<file path="src/rtl/uart_wb.sv">
// uart_wb: bus-attached 8N1 UART with a TX FIFO + serializer and a
// single-byte RX buffer + deserializer.
//
// Optional feature macro: UART_RX_EN
//   defined   -> receiver, rx_valid, RXOVR and the IRQ_EN bit1 path exist
//   undefined -> rx is ignored, DATA reads 0, STATUS bits 2/3 read 0
//
// Ports:
//   clk          system clock
//   rst_i        synchronous active-high reset
//   adr_i[3:0]   byte address, register index in adr_i[3:2]
//                (0 DATA, 1 STATUS, 2 DIV, 3 IRQ_EN)
//   dat_i[31:0]  write data
//   sel_i[3:0]   byte lanes (lane 0 for DATA/IRQ_EN, lanes 1:0 for DIV)
//   we_i         1 = write, 0 = read
//   stb_i        access request, held until ack_o
//   ack_o        one-cycle acknowledge
//   dat_o[31:0]  read data, valid while ack_o = 1
//   tx           serial out, idle high
//   rx           serial in, asynchronous
//   irq          level interrupt, registered
`timescale 1ns/1ps
module uart_wb #(
    parameter int FIFO_AW     = 4,
    parameter int DEFAULT_DIV = 217
) (
    input  logic        clk,
    input  logic        rst_i,
    input  logic [3:0]  adr_i,
    input  logic [31:0] dat_i,
    input  logic [3:0]  sel_i,
    input  logic        we_i,
    input  logic        stb_i,
    output logic        ack_o,
    output logic [31:0] dat_o,
    output logic        tx,
    input  logic        rx,
    output logic        irq
);
    localparam int DEPTH = 2 ** FIFO_AW;
    localparam logic [FIFO_AW:0] DEPTH_C = (FIFO_AW + 1)'(DEPTH);
    localparam logic [15:0] DEFAULT_DIV_C = 16'(DEFAULT_DIV);

    typedef enum logic [1:0] {ST_IDLE, ST_START, ST_DATA, ST_STOP} state_e;

    // ---------------- bus decode ----------------
    logic        ack_q, irq_q, tx_q, txovf_q;
    logic [31:0] dat_q, rdata_s;
    logic [15:0] div_q, eff_div_s;
    logic [1:0]  irq_en_q;
    logic        access_s, data_wr_s, data_rd_s, status_rd_s, div_wr_s, irqen_wr_s;
    logic        rx_valid_s, rxovr_s;
    logic [7:0]  rx_byte_s;

    assign access_s    = stb_i & ~ack_q;
    assign data_wr_s   = access_s &  we_i & (adr_i[3:2] == 2'd0) & sel_i[0];
    assign data_rd_s   = access_s & ~we_i & (adr_i[3:2] == 2'd0);
    assign status_rd_s = access_s & ~we_i & (adr_i[3:2] == 2'd1);
    assign div_wr_s    = access_s &  we_i & (adr_i[3:2] == 2'd2);
    assign irqen_wr_s  = access_s &  we_i & (adr_i[3:2] == 2'd3) & sel_i[0];
    assign eff_div_s   = (div_q < 16'd2) ? 16'd2 : div_q;

    logic unused_s;
    assign unused_s = ^{dat_i[31:16], sel_i[3:2], adr_i[1:0]};

    // ---------------- TX FIFO ----------------
    logic [7:0]         mem_q [DEPTH];
    logic [FIFO_AW-1:0] wptr_q, rptr_q;
    logic [FIFO_AW:0]   level_q;
    logic               tx_full_s, tx_empty_s, push_s, pop_s, txovf_set_s;

    assign tx_full_s   = (level_q == DEPTH_C);
    assign tx_empty_s  = (level_q == '0);
    // A push while full still fits when the serializer pops in the same cycle.
    assign push_s      = data_wr_s & (~tx_full_s | pop_s);
    assign txovf_set_s = data_wr_s & tx_full_s & ~pop_s;

    // FIFO storage (contents need no reset; pointers define validity)
    always_ff @(posedge clk) begin
        if (push_s) begin
            mem_q[wptr_q] <= dat_i[7:0];
        end
    end

    // FIFO pointers and fill level
    always_ff @(posedge clk) begin
        if (rst_i) begin
            wptr_q  <= '0;
            rptr_q  <= '0;
            level_q <= '0;
        end else begin
            if (push_s) wptr_q <= wptr_q + 1'b1;
            if (pop_s)  rptr_q <= rptr_q + 1'b1;
            case ({push_s, pop_s})
                2'b10:   level_q <= level_q + 1'b1;
                2'b01:   level_q <= level_q - 1'b1;
                default: level_q <= level_q;
            endcase
        end
    end

    // ---------------- TX serializer ----------------
    state_e      tx_state_q, tx_state_d;
    logic [15:0] tx_cnt_q, tx_cnt_d, tx_div_q, tx_div_d;
    logic [2:0]  tx_bit_q, tx_bit_d;
    logic [7:0]  tx_sh_q, tx_sh_d;
    logic        tx_end_s, tx_line_s, tx_idle_s;

    assign tx_end_s  = (tx_cnt_q == tx_div_q - 16'd1);
    assign tx_idle_s = tx_empty_s & (tx_state_q == ST_IDLE);

    // TX next state: one divisor per bit, back-to-back frames from STOP
    always_comb begin
        tx_state_d = tx_state_q;
        tx_cnt_d   = tx_cnt_q;
        tx_div_d   = tx_div_q;
        tx_bit_d   = tx_bit_q;
        tx_sh_d    = tx_sh_q;
        pop_s      = 1'b0;
        case (tx_state_q)
            ST_IDLE: begin
                if (!tx_empty_s) begin
                    pop_s      = 1'b1;
                    tx_sh_d    = mem_q[rptr_q];
                    tx_div_d   = eff_div_s;
                    tx_cnt_d   = 16'd0;
                    tx_state_d = ST_START;
                end else begin
                    tx_state_d = ST_IDLE;
                end
            end
            ST_START: begin
                if (tx_end_s) begin
                    tx_cnt_d   = 16'd0;
                    tx_bit_d   = 3'd0;
                    tx_state_d = ST_DATA;
                end else begin
                    tx_cnt_d = tx_cnt_q + 16'd1;
                end
            end
            ST_DATA: begin
                if (tx_end_s) begin
                    tx_cnt_d = 16'd0;
                    tx_sh_d  = {1'b0, tx_sh_q[7:1]};
                    if (tx_bit_q == 3'd7) begin
                        tx_state_d = ST_STOP;
                    end else begin
                        tx_bit_d = tx_bit_q + 3'd1;
                    end
                end else begin
                    tx_cnt_d = tx_cnt_q + 16'd1;
                end
            end
            ST_STOP: begin
                if (tx_end_s) begin
                    tx_cnt_d = 16'd0;
                    if (!tx_empty_s) begin
                        pop_s      = 1'b1;
                        tx_sh_d    = mem_q[rptr_q];
                        tx_div_d   = eff_div_s;
                        tx_state_d = ST_START;
                    end else begin
                        tx_state_d = ST_IDLE;
                    end
                end else begin
                    tx_cnt_d = tx_cnt_q + 16'd1;
                end
            end
            default: tx_state_d = ST_IDLE;
        endcase
    end

    // Line level for the current state; registered into tx_q
    always_comb begin
        case (tx_state_q)
            ST_START: tx_line_s = 1'b0;
            ST_DATA:  tx_line_s = tx_sh_q[0];
            default:  tx_line_s = 1'b1;
        endcase
    end

    // TX state registers
    always_ff @(posedge clk) begin
        if (rst_i) begin
            tx_state_q <= ST_IDLE;
            tx_cnt_q   <= 16'd0;
            tx_div_q   <= 16'd2;
            tx_bit_q   <= 3'd0;
            tx_sh_q    <= 8'd0;
            tx_q       <= 1'b1;
        end else begin
            tx_state_q <= tx_state_d;
            tx_cnt_q   <= tx_cnt_d;
            tx_div_q   <= tx_div_d;
            tx_bit_q   <= tx_bit_d;
            tx_sh_q    <= tx_sh_d;
            tx_q       <= tx_line_s;
        end
    end

`ifdef UART_RX_EN
    // ---------------- RX deserializer ----------------
    state_e      rx_state_q, rx_state_d;
    logic [15:0] rx_cnt_q, rx_cnt_d, rx_div_q, rx_div_d;
    logic [2:0]  rx_bit_q, rx_bit_d;
    logic [7:0]  rx_sh_q, rx_sh_d, rx_byte_q;
    logic        rx_s1_q, rx_s2_q, rx_prev_q, rx_valid_q, rxovr_q, rx_store_s;

    assign rx_valid_s = rx_valid_q;
    assign rxovr_s    = rxovr_q;
    assign rx_byte_s  = rx_byte_q;

    // RX next state: start bit checked at div/2, then one sample per div
    always_comb begin
        rx_state_d = rx_state_q;
        rx_cnt_d   = rx_cnt_q;
        rx_div_d   = rx_div_q;
        rx_bit_d   = rx_bit_q;
        rx_sh_d    = rx_sh_q;
        rx_store_s = 1'b0;
        case (rx_state_q)
            ST_IDLE: begin
                if (!rx_s2_q && rx_prev_q) begin
                    rx_div_d   = eff_div_s;
                    rx_cnt_d   = 16'd0;
                    rx_state_d = ST_START;
                end else begin
                    rx_state_d = ST_IDLE;
                end
            end
            ST_START: begin
                if (rx_cnt_q == (rx_div_q >> 1) - 16'd1) begin
                    rx_cnt_d = 16'd0;
                    rx_bit_d = 3'd0;
                    // A start bit that is high again by mid-bit was a glitch
                    rx_state_d = rx_s2_q ? ST_IDLE : ST_DATA;
                end else begin
                    rx_cnt_d = rx_cnt_q + 16'd1;
                end
            end
            ST_DATA: begin
                if (rx_cnt_q == rx_div_q - 16'd1) begin
                    rx_cnt_d = 16'd0;
                    rx_sh_d  = {rx_s2_q, rx_sh_q[7:1]};
                    if (rx_bit_q == 3'd7) begin
                        rx_state_d = ST_STOP;
                    end else begin
                        rx_bit_d = rx_bit_q + 3'd1;
                    end
                end else begin
                    rx_cnt_d = rx_cnt_q + 16'd1;
                end
            end
            ST_STOP: begin
                if (rx_cnt_q == rx_div_q - 16'd1) begin
                    rx_cnt_d   = 16'd0;
                    rx_store_s = rx_s2_q;
                    rx_state_d = ST_IDLE;
                end else begin
                    rx_cnt_d = rx_cnt_q + 16'd1;
                end
            end
            default: rx_state_d = ST_IDLE;
        endcase
    end

    // RX synchronizer, state and receive buffer
    always_ff @(posedge clk) begin
        if (rst_i) begin
            rx_s1_q    <= 1'b1;
            rx_s2_q    <= 1'b1;
            rx_prev_q  <= 1'b1;
            rx_state_q <= ST_IDLE;
            rx_cnt_q   <= 16'd0;
            rx_div_q   <= 16'd2;
            rx_bit_q   <= 3'd0;
            rx_sh_q    <= 8'd0;
            rx_byte_q  <= 8'd0;
            rx_valid_q <= 1'b0;
            rxovr_q    <= 1'b0;
        end else begin
            rx_s1_q    <= rx;
            rx_s2_q    <= rx_s1_q;
            rx_prev_q  <= rx_s2_q;
            rx_state_q <= rx_state_d;
            rx_cnt_q   <= rx_cnt_d;
            rx_div_q   <= rx_div_d;
            rx_bit_q   <= rx_bit_d;
            rx_sh_q    <= rx_sh_d;
            rx_byte_q  <= rx_store_s ? rx_sh_q : rx_byte_q;
            // Store wins over a same-cycle DATA read; that read already saw the old byte
            rx_valid_q <= rx_store_s | (rx_valid_q & ~data_rd_s);
            rxovr_q    <= (rxovr_q & ~status_rd_s) | (rx_store_s & rx_valid_q & ~data_rd_s);
        end
    end
`else
    logic unused_rx_s;
    assign unused_rx_s = rx;
    assign rx_valid_s  = 1'b0;
    assign rxovr_s     = 1'b0;
    assign rx_byte_s   = 8'd0;
`endif

    // ---------------- register file ----------------
    // Read mux for the addressed register
    always_comb begin
        rdata_s = 32'd0;
        case (adr_i[3:2])
            2'd0: rdata_s[8:0] = {rx_valid_s, rx_byte_s};
            2'd1: begin
                rdata_s[0]               = tx_full_s;
                rdata_s[1]               = tx_idle_s;
                rdata_s[2]               = rx_valid_s;
                rdata_s[3]               = rxovr_s;
                rdata_s[4]               = txovf_q;
                rdata_s[8 +: FIFO_AW+1]  = level_q;
            end
            2'd2:    rdata_s[15:0] = div_q;
            2'd3:    rdata_s[1:0]  = irq_en_q;
            default: rdata_s = 32'd0;
        endcase
    end

    // Bus handshake, control registers, sticky TXOVF and irq
    always_ff @(posedge clk) begin
        if (rst_i) begin
            ack_q    <= 1'b0;
            dat_q    <= 32'd0;
            div_q    <= DEFAULT_DIV_C;
            irq_en_q <= 2'd0;
            txovf_q  <= 1'b0;
            irq_q    <= 1'b0;
        end else begin
            ack_q <= access_s;
            dat_q <= access_s ? rdata_s : dat_q;
            if (div_wr_s && sel_i[0]) div_q[7:0]  <= dat_i[7:0];
            if (div_wr_s && sel_i[1]) div_q[15:8] <= dat_i[15:8];
            if (irqen_wr_s) irq_en_q <= dat_i[1:0];
            // A flag set in the same cycle as the clearing STATUS read survives
            txovf_q <= (txovf_q & ~status_rd_s) | txovf_set_s;
            irq_q   <= (irq_en_q[0] & tx_idle_s) | (irq_en_q[1] & rx_valid_s);
        end
    end

    assign ack_o = ack_q;
    assign dat_o = dat_q;
    assign tx    = tx_q;
    assign irq   = irq_q;
endmodule

</file>
<file path="config.mk">
export PLATFORM = sky130hd
export DESIGN_NAME = uart_wb
export DESIGN_NICKNAME = d
export VERILOG_FILES = /design/src/rtl/uart_wb.sv
export SDC_FILE = /design/constraint.sdc
export NUM_CORES = 1
export LEC_CHECK = 0
export CAP_MARGIN = 20
export CORE_ASPECT_RATIO = 1.75
export CORE_MARGIN = 2
export CORE_UTILIZATION = 58
export DETAILED_ROUTE_END_ITERATION = 10
export GPL_TIMING_DRIVEN = 0
export PLACE_DENSITY = 0.9
export SYNTH_ARGS = -nofsm -noshare
export SYNTH_HDL_FRONTEND = slang
export SYNTH_SLANG_ARGS = --single-unit
</file>
<file path="constraint.sdc">
create_clock -name clk -period 5.5 [get_ports clk]
set_clock_uncertainty 0.05 [all_clocks]
set_input_delay 0.55 -clock clk [delete_from_list [all_inputs] [get_ports clk]]
set_output_delay 0.55 -clock clk [all_outputs]
set_load 0.005 [all_outputs]
</file>
=== Word-level counts from Yosys, hierarchy flattened ===
Memories as Yosys holds them, arrays and structs flattened. A register that Yosys moved wholly into a read port is not among the register bits.
Cells that the tools add are included.
W data, S select, Z words.

* Flip-flop bits (word level): 96
* Memory bits (writable): 128
* Bits of input ports: 45
* Memories kept: 1

* $add $sub $neg: 7
* $lt $le $gt $ge: 1
* Equality and inequality tests: 17
* Mux-type cells: 36
* Bitwise logic cells: 22
* Reductions and logical operators: 14

{| class="wikitable"
|+ Memory list
! memory !! depth !! width !! rd ports !! clocked after Yosys merged registers in !! wr ports !! line !! RTL
|-
| mem_q || 16 || 8 || 1 || 1 || 1 || 67 || <nowiki>logic [7:0] mem_q [DEPTH];</nowiki>
|}

{| class="wikitable"
|+ Operator list
! cell !! count
|-
| $mux W16 || 5
|-
| $pmux W16 S2 || 2
|-
| $mux W8 || 3
|-
| $pmux W8 S3 || 1
|-
| $add A16 B1 Y16 const B || 1
|-
| $eq A16 B16 Y1 || 1
|-
| $lt A16 B2 Y1 const B || 1
|-
| $pmux W2 S4 || 2
|-
| $sub A16 B1 Y16 const B || 1
|-
| $and A1 B1 Y1 || 15
|-
| $mux W3 || 5
|-
| $ne A2 B2 Y1 const B || 6
|-
| $pmux W3 S2 || 2
|-
| $eq A2 B2 Y1 const B || 5
|-
| $pmux W5 S2 || 1
|-
| $add A4 B1 Y4 const B || 2
|-
| $mux W2 || 4
|-
| $mux W4 || 2
|-
| $pmux W4 S2 || 1
|-
| $reduce_and A4 Y1 || 2
|-
| $eq A2 B1 Y1 const B || 3
|-
| $pmux W1 S2 || 3
|-
| $reduce_bool A2 Y1 || 3
|-
| $add A5 B1 Y5 const B || 1
|-
| other kinds (14) || 25
|}

=== Depth between registers and ports, before layout ===
Gate-level depths: netlist of the first run.

* Word-level depth: 8
* Mapped depth: 18

=== Worst setup path before layout of the first run ===
No wires, ideal clock.

* Kind: register to register
* From: reg tx_div_q[0]
* To: reg level_q[2]
* Setup time: 0.121 ns
* Arrival time: 3.635 ns
* Slack: 1.694 ns
* Stages on the path, launching flop included: 17
* Path buffers: 2
* Period minus slack after synthesis: 3.806 ns
* Path through: dfxtp_1 > inv_1 > ha_1 > clkbuf_1 > nor3b_1 > nand2_1 > or3_1 > a22o_1 > nor4_4 > a21o_1 > buf_4 > nand2_1 > xnor2_1 > ha_1 > or3_1 > mux2i_1 > mux2_2

* Word-level cells in the longest chain between the ends: 8
* Elaborated cells between the ends (all ways): 10

{| class="wikitable"
|+ RTL lines
! what !! line !! RTL
|-
| start, declared || 104 || <nowiki>logic [15:0] tx_cnt_q, tx_cnt_d, tx_div_q, tx_div_d;</nowiki>
|-
| start signal, assigned || 194 || <nowiki>tx_div_q <= tx_div_d;</nowiki>
|-
| $sub A16 B1 Y16 (*) || 109 || <nowiki>assign tx_end_s = (tx_cnt_q == tx_div_q - 16'd1);</nowiki>
|-
| $eq A16 B16 Y1 (*) || 109 ||
|-
| $mux W1 (*) || 155 || <nowiki>if (tx_end_s) begin</nowiki>
|-
| $pmux W1 S2 (*) || 120 || <nowiki>case (tx_state_q)</nowiki>
|-
| $or A1 B1 Y1 || 75 || <nowiki>assign push_s = data_wr_s & (~tx_full_s | pop_s);</nowiki>
|-
| $and A1 B1 Y1 || 75 ||
|-
| $eq A2 B1 Y1 / $eq A2 B2 Y1 (equally long branches) || 94 || <nowiki>case ({push_s, pop_s})</nowiki>
|-
| $pmux W5 S2 / $reduce_bool A2 Y1 (equally long branches) || n/a ||
|-
| end signal, assigned || 95 || <nowiki>2'b10: level_q <= level_q + 1'b1;</nowiki>
|-
| end signal, assigned || 96 || <nowiki>2'b01: level_q <= level_q - 1'b1;</nowiki>
|-
| end signal, assigned || 97 || <nowiki>default: level_q <= level_q;</nowiki>
|-
| end, declared || 69 || <nowiki>logic [FIFO_AW:0] level_q;</nowiki>
|}

Every way passes the cells marked *; elsewhere a longest branch is shown, timed or not.
A chain may end at the register's enable or synchronous reset.

=== Final worst setup path of the first run ===
Ends and elaborated chain as after synthesis.

==> results of run 1 <==
state kept, by name, summed over array words and instances (netlist names), 2 cells and up, named ones only:
register,flops
dat_o,16
div_q,16
irq_en_q,2
level_q,5
mem_q,128
rptr_q,4
tx_bit_q,3
tx_cnt_q,16
tx_div_q,16
tx_sh_q,8
tx_state_q,2
wptr_q,4
cells by family after synthesis:
logic type | after synthesis | share of synthesized area [%]
DFF | 228 | 57.67
and+or+nand+nor | 226 | 11.85
AOI/OAI and AO/OA | 148 | 9.666
buffers and inverters | 80 | 3.703
muxes | 79 | 12.83
xor gates and xnor gates | 22 | 1.901
adders and majority gates | 19 | 2.345
other | 1 | 0.03700
per-stage QoR:
stage          hold slack, ps  util [%]  std cells  setup slack, ps
6_report                407.1     67.21       1128             1146
3_3_place_gp            391.5     63.03       1091             1141
4_1_cts                 407.7     67.19       1127             1204
2_1_floorplan           385.5         -        818             1694
3_5_place_dp            398.1     63.06       1092             1249
5_1_grt                 424.5     67.19       1127            899.4
metal layers:
metal,up-vias,GRT usage [%],part of all wire [%]
li1,3185,-,-
met5,-,0,0
met2,338,51.92,56
met3,89,2.690,5.6
met1,3432,27.15,34
met4,0,12.61,5.0
report_power, final:
group / switching (µW) / internal, µW / total (µW)
combinational: 844 / 574 / 1420
sequential: 90.8 / 1880 / 1970
clock: 602 / 893 / 1490
total: 1540 / 3350 / 4890
cells in the final DEF (no fill, tap or decap), types with 11 or more instances in the layout:
master and n:
ha_1 19, buf_4 17, mux2i_1 32, edfxtp_1 128, clkdlybuf4s50_1 42, inv_1 12
clkbuf_16 22, nand2_1 45, clkbuf_1 36, mux4_2 40, nand3_1 34, nor2_1 50
conb_1 16, a21oi_1 55, dfxtp_1 100, nor2b_1 11, buf_1 11, and3_1 20
a311oi_1 20, o21ai_0 24, xnor2_1 14
worst min path at each step:
stage | from | to | slack, ps
finish | dat_o[3] | dat_o[3] | 410
floorplan | tx_bit_q[1] | tx_bit_q[1] | 390
CTS | dat_o[3] | dat_o[3] | 410
global placement | dat_o[13] | dat_o[13] | 390
detailed placement | dat_o[3] | dat_o[3] | 400
global route | dat_o[13] | dat_o[13] | 420
area by class of cell:
cell class                      count  area, µm²
Clock inverter                     10      133.9
Tap cell                          231      289.0
Timing Repair Buffer               43      425.4
Antenna cell                        1      2.502
Multi-Input combinational cell    510       3971
Inverter                           13      48.80
Buffer                             67      326.6
Clock buffer                       25      581.8
Fill cell                        1207       5672
Sequential cell                   228       5846
critical path, delay by kind of cell, from the launching register on:
| family | cells | cell delay, ps |
|---|---|---|
| simple gates | 6 | 1780 |
| buf+inv | 3 | 540 |
| mux | 2 | 490 |
| compound gates | 2 | 480 |
| fa+ha+maj | 2 | 390 |
| flops | 1 | 380 |
| xor+xnor | 1 | 140 |
==> flow_summary.ini, run 1 <==
[yosys]
synth-seq-cells = 228
synth-async-reset-ratio_pct = 0
syn-cell-area_mm2 = 0.01014
synth_commonest_cells = edfxtp_1 (128), dfxtp_1 (100), a21oi_1 (55)
yosysMostFrequentCell = edfxtp_1
yosysWarningCount = 0
synth.top_cell.area_share_pct = 37.92
synth_edf_count = 128
syn_area_per_cell_um2 = 12.62
synth.distinct_cells = 63
yosysTopAreaCell = edfxtp_1
synth_top_flop_cell = edfxtp_1
seq_area_frac_synth_pct = 57.67
postSynthCellCount = 803
netlist_top_cells_area = edfxtp_1 (38%), dfxtp_1 (20%), mux4_2 (8.9%)

[clock_tree]
cts-root-buf = clkbuf_16
ctsHoldBuffers = 0
clk_pin_slew_ps = 70
cts_made_buffers = 20
clock_path_buffers = 3
ctsResizeCount = 0
clk_latency_ps = 500
cts_sinks = 228
cts_tree = done
ctsHtreeMaxLevel = 1
postCtsSetupRepairBufs = 0

[sta]
setup_viol = 0
min_period_ps = 4354
clock.fmax_mhz = 229.7
hold_viol = 0
tightestPinTransition_ps = 929.5
rsz0062_at_grt = no
slew_violations = 0
period_share_pct = 79.17
finalSetupTns_ps = 0
relSlewSlack_pct = 37.91

[critical_path]
r2r_slack_ps = 1150
cp_max_fo = 8
slowest_stage = nor3b_1
crit_required_ps = 5840
worst_path_largest_cell_delay_ps = 430
worst_r2r_startpoint = tx_div_q[0]
r2r-end = level_q[2]
cp.arrival_ps = 4700
startpoint = tx_div_q[0]
reg2reg_depth = 16
path_cells = inv_1, ha_1, clkbuf_1, nor3b_1, nand2_1, or3_1, a22o_1, nor4_4, a21o_1, buf_4, nand2_1, xnor2_1, ha_1, or3_1, mux2i_1, mux2_2
cp-endpoint = level_q[2]
end_kind = flip-flop
critPathKind = reg -> reg
cp-start-kind = flip-flop

[placed_design]
port_buffers = 42
postPlaceCellArea_mm2 = 0.01091
hpwl_um = 16470
routabilityCongestion = 0.8572

[run]
cap_viol_max_count = 0

[grt]
antenna_found_initial = 0
gr-total-overflow = 0
grt_pass1_vias = 7016
grt_pass1_wl_um = 37470
grt_max_degree = 19
gr-usage-all-layers_pct = 26.15

[die]
coreArea_mm2 = 0.01730
die_h_um = 178.9
die_w_um = 103.9
row_count = 64
start_util_pct = 58.60
dieArea_mm2 = 0.01859
io-pin-count = 80

[cells_and_area]
area_delta_synth_final_pct = 14.69
fin_area_mm2 = 0.01162
fin_nets = 947
drive_gt1_share_pct = 12.61

[power]
p_per_area_mw_per_mm2 = 420.4
p_leak_uw = 0.004076
ir_drop_uv = 306.2
total_power_uw = 4887

[route]
totalWireLength_um = 24300
vias = 7044
drc = 0
avgRoutedWirePerCell_um = 21.54
final_antenna_net_count = 0
drt_iter0_drc = 480
drtPass1Iterations = 7
vias_per_cell = 6.245

[min_path]
hold_class = reg -> reg
hold_path_depth = 2

[run_status]
status = finished, final reports clean
Power figures use the tool's default switching activity.
==> run 2: changes to the inputs <==
Settings changed: CORE_UTILIZATION 58 to 53, PLACE_DENSITY 0.9 to 0.87.
Clock period 5.5 ns to 3.9 ns, I/O delays scaled along.
==> run 2 against run 1 <==
  * Register-to-register slack worse by 1100 ps
  * Clock power is 40% higher
  * Power is 42% higher
  * Clock-buffer cell count is 2 higher
  * Wire length is 4.8% lower
  * Sequential share of layout area is 0.68 points lower
  * Combinational power is 47% higher
  * Via count is 1.1% lower
  * Design area is 1.5% higher
  * Critical path depth is 3 lower
  * Non-clock buffer count is 9 higher
  * Critical path type unchanged
  * Largest power group unchanged
==> flow_summary.ini, run 2 (synthesis results as in run 1) <==
[grt]
gr-usage-all-layers_pct = 22.80
grt_pass1_wl_um = 36090
met1_usage_pct = 25.57
grt_pass1_vias = 6881
gr-total-overflow = 0
grt_max_degree = 19
grt_use_met2_pct = 41.47
antenna_found_initial = 0
grt.busiest_layer = met2
gr-usage-met3_pct = 2.892

[clock_tree]
clk_pin_slew_ps = 70
cts_made_buffers = 21
cts-root-buf = clkbuf_16
clock_path_buffers = 3
ctsHtreeMaxLevel = 1
cts_sinks = 228
clk_latency_ps = 500
cts_tree = done

[cells_and_area]
drive_gt1_share_pct = 16.74
diodes = 0
top_register = mem_q
largest_register_ffs = 128
fin_area_mm2 = 0.01180
area_delta_synth_final_pct = 16.44
fin_cells = 1146
fin_util_pct = 63.24
fillCellCount = 1369
fin_nets = 957
layout_commonest_cell = edfxtp_1
final_cell_mix = edfxtp_1 (128), dfxtp_1 (97), a21oi_1 (55)

[route]
drc = 0
vias_per_cell = 6.078
avgRoutedWirePerCell_um = 20.19
totalWireLength_um = 23140
vias = 6965
drt_iter0_drc = 631
drtPass1Iterations = 5
final_antenna_net_count = 0

[placed_design]
routabilityCongestion = 0.8881
port_buffers = 42
dp_cells = 1099
hpwl_um = 16110
postPlaceCellArea_mm2 = 0.01092

[critical_path]
crit_family = simple AND/OR/NAND/NOR gates
crit_required_ps = 4240
cpMostUsedCell = or3_4
startpoint = tx_div_q[10]
critPathKind = reg -> reg
worst_path_largest_cell_delay_ps = 500
worst_r2r_startpoint = tx_div_q[10]
cp_num_buf_inv = 1
path_cells = or3_4, or4_4, or3_4, a22o_4, nor4_4, a21o_1, buf_6, nand2_4, xnor2_2, ha_2, or3_1, mux2i_1, mux2_2
cp-start-kind = flip-flop
cp.arrival_ps = 4240
cp_max_fo = 7
slowest_stage = or4_4
end_kind = flip-flop

[sta]
rsz0062_at_grt = yes
clock.fmax_mhz = 256.6
finalSetupTns_ps = 0
period_share_pct = 99.94
relSlewSlack_pct = 42.50
hold_viol = 0
tightestPinTransition_ps = 862.5
min_period_ps = 3898
setup_viol = 0
slew_violations = 0

[die]
start_util_pct = 54.31
dieArea_mm2 = 0.02029
coreArea_mm2 = 0.01866
die_h_um = 186.9
io-pin-count = 80
row_count = 66
die_w_um = 108.5

[min_path]
holdCritStartpoint = tx_bit_q[2]
hold_class = reg -> reg

[run]
cap_viol_max_count = 0

[power]
ir_drop_uv = 408.3
total_power_uw = 6959
p_leak_uw = 0.004131
p_per_area_mw_per_mm2 = 589.6

[run_status]
status = finished, final reports clean
-- run 2: worst min-delay path, cell delays in order (launching register included) --
cell	delay, ps
dfxtp_1	310
nand2_1	50
a21oi_1	50
-- run 2: layout make-up --
type | count | area [µm²] | area share (%)
clock inverter | 11 | 117.6 | 0.9965
buffer | 65 | 324.1 | 2.746
tap | 238 | 297.8 | 2.523
inverter | 13 | 48.80 | 0.4134
clock buffer | 27 | 588.1 | 4.982
timing repair buffer | 54 | 508.0 | 4.304
sequential | 228 | 5854 | 49.60
multi-input combinational | 510 | 4064 | 34.43
-- run 2: final timing paths --
kind	depth (start not counted)	to	slack, ps
max	13	level_q[2]	2
min	2	tx_bit_q[2]	410
max reg2reg	13	level_q[2]	2
min reg2reg	2	tx_bit_q[2]	410
-- run 2: power by group --
| group | leakage [µW] | switching, µW | internal, µW | total [µW] |
|---|---|---|---|---|
| logic | 0.00182 | 1170 | 920 | 2090 |
| registers | 0.00196 | 129 | 2660 | 2780 |
| clock network | 0.000348 | 879 | 1210 | 2080 |
| total | 0.00413 | 2180 | 4780 | 6960 |
-- run 2: through the flow --
step / setup WS, ps / hold slack [ps]
floorplan: 94.40 / 385.5
global placement: -461.4 / 390.4
detailed placement: -326.5 / 400.5
CTS: 6.102 / 406.8
global route: -153.4 / 415.9
finish: 2.397 / 407.6
-- run 2: repair_timing --
item,CTS,global route
gates resized for setup,13,25
pin swaps,1,9
hold buffers,0,0
endpoints found under the setup margin,112,104
setup buffers,0,11
-- run 2: routing by layer --
layer | vias up | wire [µm]
met4 | 0 | 1053
met3 | 69 | 1040
met1 | 3418 | 8351
li1 | 3210 | -
met5 | - | 0
met2 | 268 | 12700
